--- config.mk ---
export PLATFORM = sky130hd
export DESIGN_NAME = multicycle_ctrl
export DESIGN_NICKNAME = d
export VERILOG_FILES = /design/src/rtl/multicycle_ctrl.sv
export SDC_FILE = /design/constraint.sdc
export NUM_CORES = 1
export LEC_CHECK = 0
export BUFFER_PORTS_ARGS = -buffer_cell sky130_fd_sc_hd__buf_2
export CORE_ASPECT_RATIO = 0.6
export CORE_MARGIN = 1.5
export CORE_UTILIZATION = 50
export CTS_BUF_LIST = sky130_fd_sc_hd__clkbuf_4
export CTS_CLUSTER_DIAMETER = 60
export DETAILED_ROUTE_END_ITERATION = 12
export PLACE_DENSITY = 0.78
export SLEW_MARGIN = 20
export SYNTH_ARGS = -nofsm -noshare
export SYNTH_HDL_FRONTEND = slang
export SYNTH_SLANG_ARGS = --single-unit
--- constraint.sdc ---
create_clock -name clk_i -period 1.74 [get_ports clk_i]
set_input_delay 0.087 -clock clk_i [delete_from_list [all_inputs] [get_ports clk_i]]
set_output_delay 0.087 -clock clk_i [all_outputs]
set_load 0.05 [all_outputs]
--- src/rtl/multicycle_ctrl.sv ---
// Control FSM for the multi-cycle MIPS-subset datapath: shared memory port with
// ready handshake and timeout, illegal-opcode trap and retired-instruction count.
module multicycle_ctrl #(
  parameter int unsigned TO_W    = 8,
  parameter int unsigned TIMEOUT = 200,
  parameter int unsigned CNT_W   = 32
) (
  input  logic             clk_i,
  input  logic             rst_n,
  input  logic [5:0]       instr_op_i,
  input  logic [5:0]       funct_i,
  input  logic             mem_ready_i,
  output logic             PCWrite_o,
  output logic             PCWriteCond_o,
  output logic             BranchType_o,
  output logic             IorD_o,
  output logic             MemRead_o,
  output logic             MemWrite_o,
  output logic             IRWrite_o,
  output logic [1:0]       RegDst_o,
  output logic [1:0]       MemtoReg_o,
  output logic             RegWrite_o,
  output logic             ALUSrcA_o,
  output logic [1:0]       ALUSrcB_o,
  output logic [2:0]       ALUOp_o,
  output logic [1:0]       PCSource_o,
  output logic             err_o,
  output logic [3:0]       state_o,
  output logic [CNT_W-1:0] instr_cnt_o
);

  typedef enum logic [3:0] {
    S_START  = 4'd0,  S_FETCH  = 4'd1,  S_DECODE = 4'd2,  S_MEMADR = 4'd3,
    S_MEMRD  = 4'd4,  S_MEMWB  = 4'd5,  S_MEMWR  = 4'd6,  S_EXEC   = 4'd7,
    S_RWB    = 4'd8,  S_BRANCH = 4'd9,  S_JUMP   = 4'd10, S_JAL    = 4'd11,
    S_JR     = 4'd12, S_ADDIEX = 4'd13, S_ADDIWB = 4'd14, S_ERR    = 4'd15
  } state_t;

  localparam logic [5:0] OP_R    = 6'b000000;
  localparam logic [5:0] OP_ADDI = 6'b001000;
  localparam logic [5:0] OP_LW   = 6'b100011;
  localparam logic [5:0] OP_SW   = 6'b101011;
  localparam logic [5:0] OP_BEQ  = 6'b000100;
  localparam logic [5:0] OP_BNE  = 6'b000101;
  localparam logic [5:0] OP_J    = 6'b000010;
  localparam logic [5:0] OP_JAL  = 6'b000011;
  localparam logic [5:0] FN_JR   = 6'b001000;

  typedef struct packed {
    logic       pc_write;
    logic       pc_write_cond;
    logic       branch_type;
    logic       iord;
    logic       mem_read;
    logic       mem_write;
    logic [1:0] reg_dst;
    logic [1:0] mem_to_reg;
    logic       reg_write;
    logic       alu_src_a;
    logic [1:0] alu_src_b;
    logic [2:0] alu_op;
    logic [1:0] pc_source;
    logic       err;
  } ctl_t;

  state_t          state, nxt;
  ctl_t            ctl_q;
  logic            fetch_q;
  logic [TO_W-1:0] to_cnt, to_nxt;
  logic            retire;
  logic            waiting;

  function automatic ctl_t decode(input state_t s, input logic [5:0] op);
    ctl_t c;
    c = '0;
    case (s)
      S_FETCH:  c.mem_read = 1'b1;
      S_DECODE: c.alu_src_b = 2'd3;
      S_MEMADR, S_ADDIEX: begin
        c.alu_src_a = 1'b1;
        c.alu_src_b = 2'd2;
      end
      S_MEMRD: begin
        c.iord     = 1'b1;
        c.mem_read = 1'b1;
      end
      S_MEMWB: begin
        c.reg_write  = 1'b1;
        c.mem_to_reg = 2'd1;
      end
      S_MEMWR: begin
        c.iord      = 1'b1;
        c.mem_write = 1'b1;
      end
      S_EXEC: begin
        c.alu_src_a = 1'b1;
        c.alu_op    = 3'd2;
      end
      S_RWB: begin
        c.reg_write = 1'b1;
        c.reg_dst   = 2'd1;
      end
      S_ADDIWB: c.reg_write = 1'b1;
      S_BRANCH: begin
        c.alu_src_a     = 1'b1;
        c.alu_op        = 3'd1;
        c.pc_write_cond = 1'b1;
        c.pc_source     = 2'd1;
        c.branch_type   = op[0];
      end
      S_JUMP: begin
        c.pc_write  = 1'b1;
        c.pc_source = 2'd2;
      end
      S_JAL: begin
        c.pc_write   = 1'b1;
        c.pc_source  = 2'd2;
        c.reg_write  = 1'b1;
        c.reg_dst    = 2'd2;
        c.mem_to_reg = 2'd2;
      end
      S_JR: begin
        c.pc_write  = 1'b1;
        c.pc_source = 2'd3;
      end
      S_ERR:   c.err = 1'b1;
      default: ;
    endcase
    return c;
  endfunction

  always_comb begin
    nxt     = state;
    to_nxt  = '0;
    retire  = 1'b0;
    waiting = 1'b0;
    case (state)
      S_START: nxt = S_FETCH;
      S_FETCH: begin
        if (mem_ready_i) nxt = S_DECODE;
        else             waiting = 1'b1;
      end
      S_DECODE: begin
        case (instr_op_i)
          OP_LW, OP_SW:   nxt = S_MEMADR;
          OP_R:           nxt = (funct_i == FN_JR) ? S_JR : S_EXEC;
          OP_ADDI:        nxt = S_ADDIEX;
          OP_BEQ, OP_BNE: nxt = S_BRANCH;
          OP_J:           nxt = S_JUMP;
          OP_JAL:         nxt = S_JAL;
          default:        nxt = S_ERR;
        endcase
      end
      S_MEMADR: nxt = (instr_op_i == OP_SW) ? S_MEMWR : S_MEMRD;
      S_MEMRD: begin
        if (mem_ready_i) nxt = S_MEMWB;
        else             waiting = 1'b1;
      end
      S_MEMWR: begin
        if (mem_ready_i) begin
          nxt    = S_FETCH;
          retire = 1'b1;
        end else begin
          waiting = 1'b1;
        end
      end
      S_EXEC:   nxt = S_RWB;
      S_ADDIEX: nxt = S_ADDIWB;
      S_MEMWB, S_RWB, S_ADDIWB, S_BRANCH, S_JUMP, S_JAL, S_JR: begin
        nxt    = S_FETCH;
        retire = 1'b1;
      end
      S_ERR:   nxt = S_ERR;
      default: nxt = S_ERR;
    endcase
    // Ready on the final allowed cycle takes the normal path above, so trap only while waiting.
    if (waiting) begin
      if (to_cnt == TO_W'(TIMEOUT - 1)) nxt = S_ERR;
      else                              to_nxt = to_cnt + TO_W'(1);
    end
  end

  // Moore outputs are registered from the next state; fetch_q enables the ready-gated FETCH terms.
  always_ff @(posedge clk_i or negedge rst_n) begin
    if (!rst_n) begin
      state       <= S_START;
      ctl_q       <= '0;
      fetch_q     <= 1'b0;
      to_cnt      <= '0;
      instr_cnt_o <= '0;
    end else begin
      state   <= nxt;
      ctl_q   <= decode(nxt, instr_op_i);
      fetch_q <= (nxt == S_FETCH);
      to_cnt  <= to_nxt;
      if (retire) instr_cnt_o <= instr_cnt_o + CNT_W'(1);
    end
  end

  logic fetch_done;
  assign fetch_done = fetch_q & mem_ready_i;

  assign PCWrite_o     = ctl_q.pc_write | fetch_done;
  assign PCWriteCond_o = ctl_q.pc_write_cond;
  assign BranchType_o  = ctl_q.branch_type;
  assign IorD_o        = ctl_q.iord;
  assign MemRead_o     = ctl_q.mem_read;
  assign MemWrite_o    = ctl_q.mem_write;
  assign IRWrite_o     = fetch_done;
  assign RegDst_o      = ctl_q.reg_dst;
  assign MemtoReg_o    = ctl_q.mem_to_reg;
  assign RegWrite_o    = ctl_q.reg_write;
  assign ALUSrcA_o     = ctl_q.alu_src_a;
  assign ALUSrcB_o     = fetch_done ? 2'd1 : ctl_q.alu_src_b;
  assign ALUOp_o       = ctl_q.alu_op;
  assign PCSource_o    = ctl_q.pc_source;
  assign err_o         = ctl_q.err;
  assign state_o       = state;

endmodule

==> out/metrics.yaml <==
die_y_um: 64.17
first_global_vias: 2629
crit_type: "reg2reg"
rsz0062_at_grt: "true"
holdPathStages: 3
seqCellArea_mm2: 0.001565
swShare: 0.4307
worstHoldPathType: "in2reg"
post_drt_wl_per_cell_um: 15.38
cts_root_buf: "clkbuf_4"
synth_nets: 310
globalplace.congestion: 0.8772
reg2reg_setup_slack_ns: -0.27
grt_max_degree: 37
timing.final.crit_period_ns: 2.010
synthXorXnorAreaFrac: 0.1096
clkPwrFrac: 0.160
cp_data_required_time_ns: 2.10
synth-adder-area-share: 0.008026
dr.pass1.iters: 4
ys.flop_type: "dfrtp_1"
worst_hold_slack_ns: 0.1288
die_width_um: 104.9
gr-usage-all-layers: 0.2472
clk_latency_ns: 0.41
muxShareOfSynthArea: 0.01645
start_util: 0.5149
antenna_cells: 0
io_buffers: 70
grt_overflow: 0
setup_viol: 43
drtIter0Drc: 151
synth_top_family_by_area: "simple AND/OR/NAND/NOR gates"
drv_cap: 0
cts_tree: "done"
post-route-util: 0.7339
reg2reg_from: "state_o[0]$_DFF_PN0_"
area_growth_pct: 42.54
power_frac_seq: 0.298
cp-start-kind: "flip-flop"
peakVddDrop_mv: 1.468
post-dp-hpwl_um: 5934
ys_ff_latch: 62
ant_nets: 0
report.final.hold_viol_count: 0
fp.dieArea_mm2: 0.006734
status: "complete, but fails checks"
htreeDepth: 3
slew_violations: 0
switchingPower_uw: 2629
fp-row-count: 22
whs_endpoint: "MemtoReg_o[0]$_DFF_PN0_"
async_flop_share: 1.000
synth_compound_gate_area_share: 0.07303
cts_made_buffers: 9
drc: 0
slowest_stage: "dfrtp_2"
viasPerCell: 5.142
violations: "setup timing"
power_density_mw_per_mm2: 1374
cts_sinks: 62
drive_gt1_frac: 0.5203
arrival_ns: 2.37
netlist_area_mm2: 0.003118
synth_edf_count: 0
nets: 456
ios: 72
drt_wl_total_um: 8121
fp.coreArea_mm2: 0.006056
cp_top_family: "simple AND/OR/NAND/NOR gates"
clockBufferDepth: 2
finalCritPeriodShare: 1.155
n_fill_cell: 415
path_clk_slew_ns: 0.10
fin_ws_ns: -0.2703
ys_seq_area_frac: 0.4976
multi_input_comb_area_mm2: 0.001618
ys_warn_count: 0
worstPathCellList: "buf_4 > buf_4 > nand3b_1 > o31ai_4 > nor2b_2 > nor3b_4 > and2_4"
synth.distinct_cells: 62
via_count: 2715
dp_slack_ns: -0.2946
slowest_delay_ns: 0.42
end_kind: "flip-flop"
path_max_fanout: 6
worstHoldStart: "mem_ready_i"
grt_pass1_wl_um: 12770
crit_top_cell: "buf_4"
synth_cells: 293
relSlewSlack: 0.4737
final.setup_skew_ns: 0.02159
p_int_uw: 3476
p_comb_frac: 0.542
synth-simple-area-share: 0.2400
p_leak_uw: 0.002271
antenna_found_initial: 0
r2r-end: "BranchType_o$_DFF_PN0_"
tns_ns: -5.911
postSynthAreaPerCell_um2: 10.64
worst_pin_slew_ns: 0.7895
max_freq_mhz: 497.4
path_buf_inv: 2
worst-r2r-cell-count: 7
## final cells by class
class	count	area share
inverter	9	0.008164
clock inverter	5	0.01154
multi-input combinational	205	0.3640
sequential	62	0.3522
tap	84	0.02365
timing repair buffer	152	0.2218
clock buffer	11	0.01858
## cells by family (layout without fill, tap and decap cells)
kind of cell             after synthesis  count (layout)
XOR/XNOR                              39              39
AO/OA/AOI/OAI                         30              30
other                                  1               1
multiplexers                           5               5
adder cells (fa/ha/maj)                2               2
buffers and inverters                 26             177
AND/OR/NAND/NOR                      128             128
flip-flops                            62              62
## worst reg2reg max path, delay by kind of cell, from the launching register on
kind,cells,cell delay (ns)
flops,1,0.42
buf+inv,2,0.30
compound gates,1,0.35
simple gates,4,0.88
## state kept, by name, summed over array words and instances (netlist names)
name and cells:
instr_cnt_o 32, to_cnt 8, state_o 4, ctl_q 3
ALUOp_o 2, MemtoReg_o 2, PCSource_o 2, ALUSrcA_o 1
BranchType_o 1, IorD_o 1, MemRead_o 1, MemWrite_o 1
RegDst_o 1, RegWrite_o 1, err_o 1, fetch_q 1
## synthesized netlist by cell type, types with 2 or more instances
library cell | instances | share of area
dfrtp_1 | 62 | 0.50
nor2_1 | 29 | 0.035
xnor2_1 | 25 | 0.070
nand2_1 | 18 | 0.022
xor2_1 | 14 | 0.039
nand3_1 | 13 | 0.021
and3_1 | 11 | 0.022
buf_4 | 11 | 0.026
inv_1 | 8 | 0.0096
nand4_1 | 7 | 0.014
o21ai_0 | 7 | 0.011
nor3_1 | 5 | 0.0080
and2_1 | 4 | 0.0080
mux2i_1 | 4 | 0.013
nand2b_1 | 4 | 0.0080
nand3b_1 | 4 | 0.0096
o211ai_1 | 4 | 0.0096
a21oi_1 | 3 | 0.0048
nor3b_1 | 3 | 0.0072
nor4b_1 | 3 | 0.0084
or2_2 | 3 | 0.0060
a211oi_1 | 2 | 0.0048
a21o_1 | 2 | 0.0048
and3b_1 | 2 | 0.0056
buf_2 | 2 | 0.0032
buf_6 | 2 | 0.0072
ha_1 | 2 | 0.0080
nor2b_1 | 2 | 0.0040
o2111ai_1 | 2 | 0.0056
o21ai_1 | 2 | 0.0032
or3_1 | 2 | 0.0040
## timing repair
action / CTS / global route
buffers inserted: 2 / 9
pin swaps: 4 / 21
endpoints found under the hold margin: 33 / 0
resized for setup: 6 / 38
hold buffers: 2 / 0
endpoints found under the setup margin: 44 / 54
## layout by cell type, fill, tap and decap left out, types with 11 or more instances in the layout
master / netlist / final
dfrtp_2: 0 / 11
nand2_1: 18 / 17
xnor2_1: 25 / 23
clkbuf_4: 0 / 11
nor2_1: 29 / 21
buf_2: 2 / 70
xor2_1: 14 / 14
dfrtp_1: 62 / 51
buf_4: 11 / 76
## routing by layer
metal,track usage,share of wire,vias up,wire length (µm)
li1,-,-,1298,-
met1,0.3469,0.47,1327,3822
met2,0.3709,0.45,77,3642
met3,0.07041,0.062,13,500
met4,0.07877,0.019,0,156
met5,0,0,-,0
## power by group through the flow
stage | Clock, µW | Combinational [µW] | Sequential, µW
floorplan | 0 | 1390 | 2370
global placement | 0 | 2810 | 1870
detailed placement | 0 | 2890 | 1870
CTS | 987 | 2960 | 1840
global route | 1050 | 3490 | 1850
finish | 974 | 3310 | 1820
## worst max-delay path by stage
stage	from	cells past startpoint	endpoint
6_report	state_o[0]$_DFF_PN0_	7	BranchType_o$_DFF_PN0_
3_3_place_gp	state_o[0]$_DFF_PN0_	6	instr_cnt_o[31]$_DFFE_PN0P_
5_1_grt	state_o[0]$_DFF_PN0_	8	ctl_q[7]$_DFF_PN0_
2_1_floorplan	state_o[0]$_DFF_PN0_	7	instr_cnt_o[10]$_DFFE_PN0P_
3_5_place_dp	state_o[0]$_DFF_PN0_	6	instr_cnt_o[31]$_DFFE_PN0P_
4_1_cts	state_o[0]$_DFF_PN0_	6	instr_cnt_o[26]$_DFFE_PN0P_
## metrics by stage
step | cells | power [µW] | instance area [µm²]
global route | 528 | 6391 | 4444
detailed placement | 499 | 4767 | 4039
floorplan | 293 | 3761 | 3202
CTS | 519 | 5790 | 4230
global placement | 499 | 4672 | 4039
finish | 528 | 6105 | 4444
(Power assumes the default switching activity.)
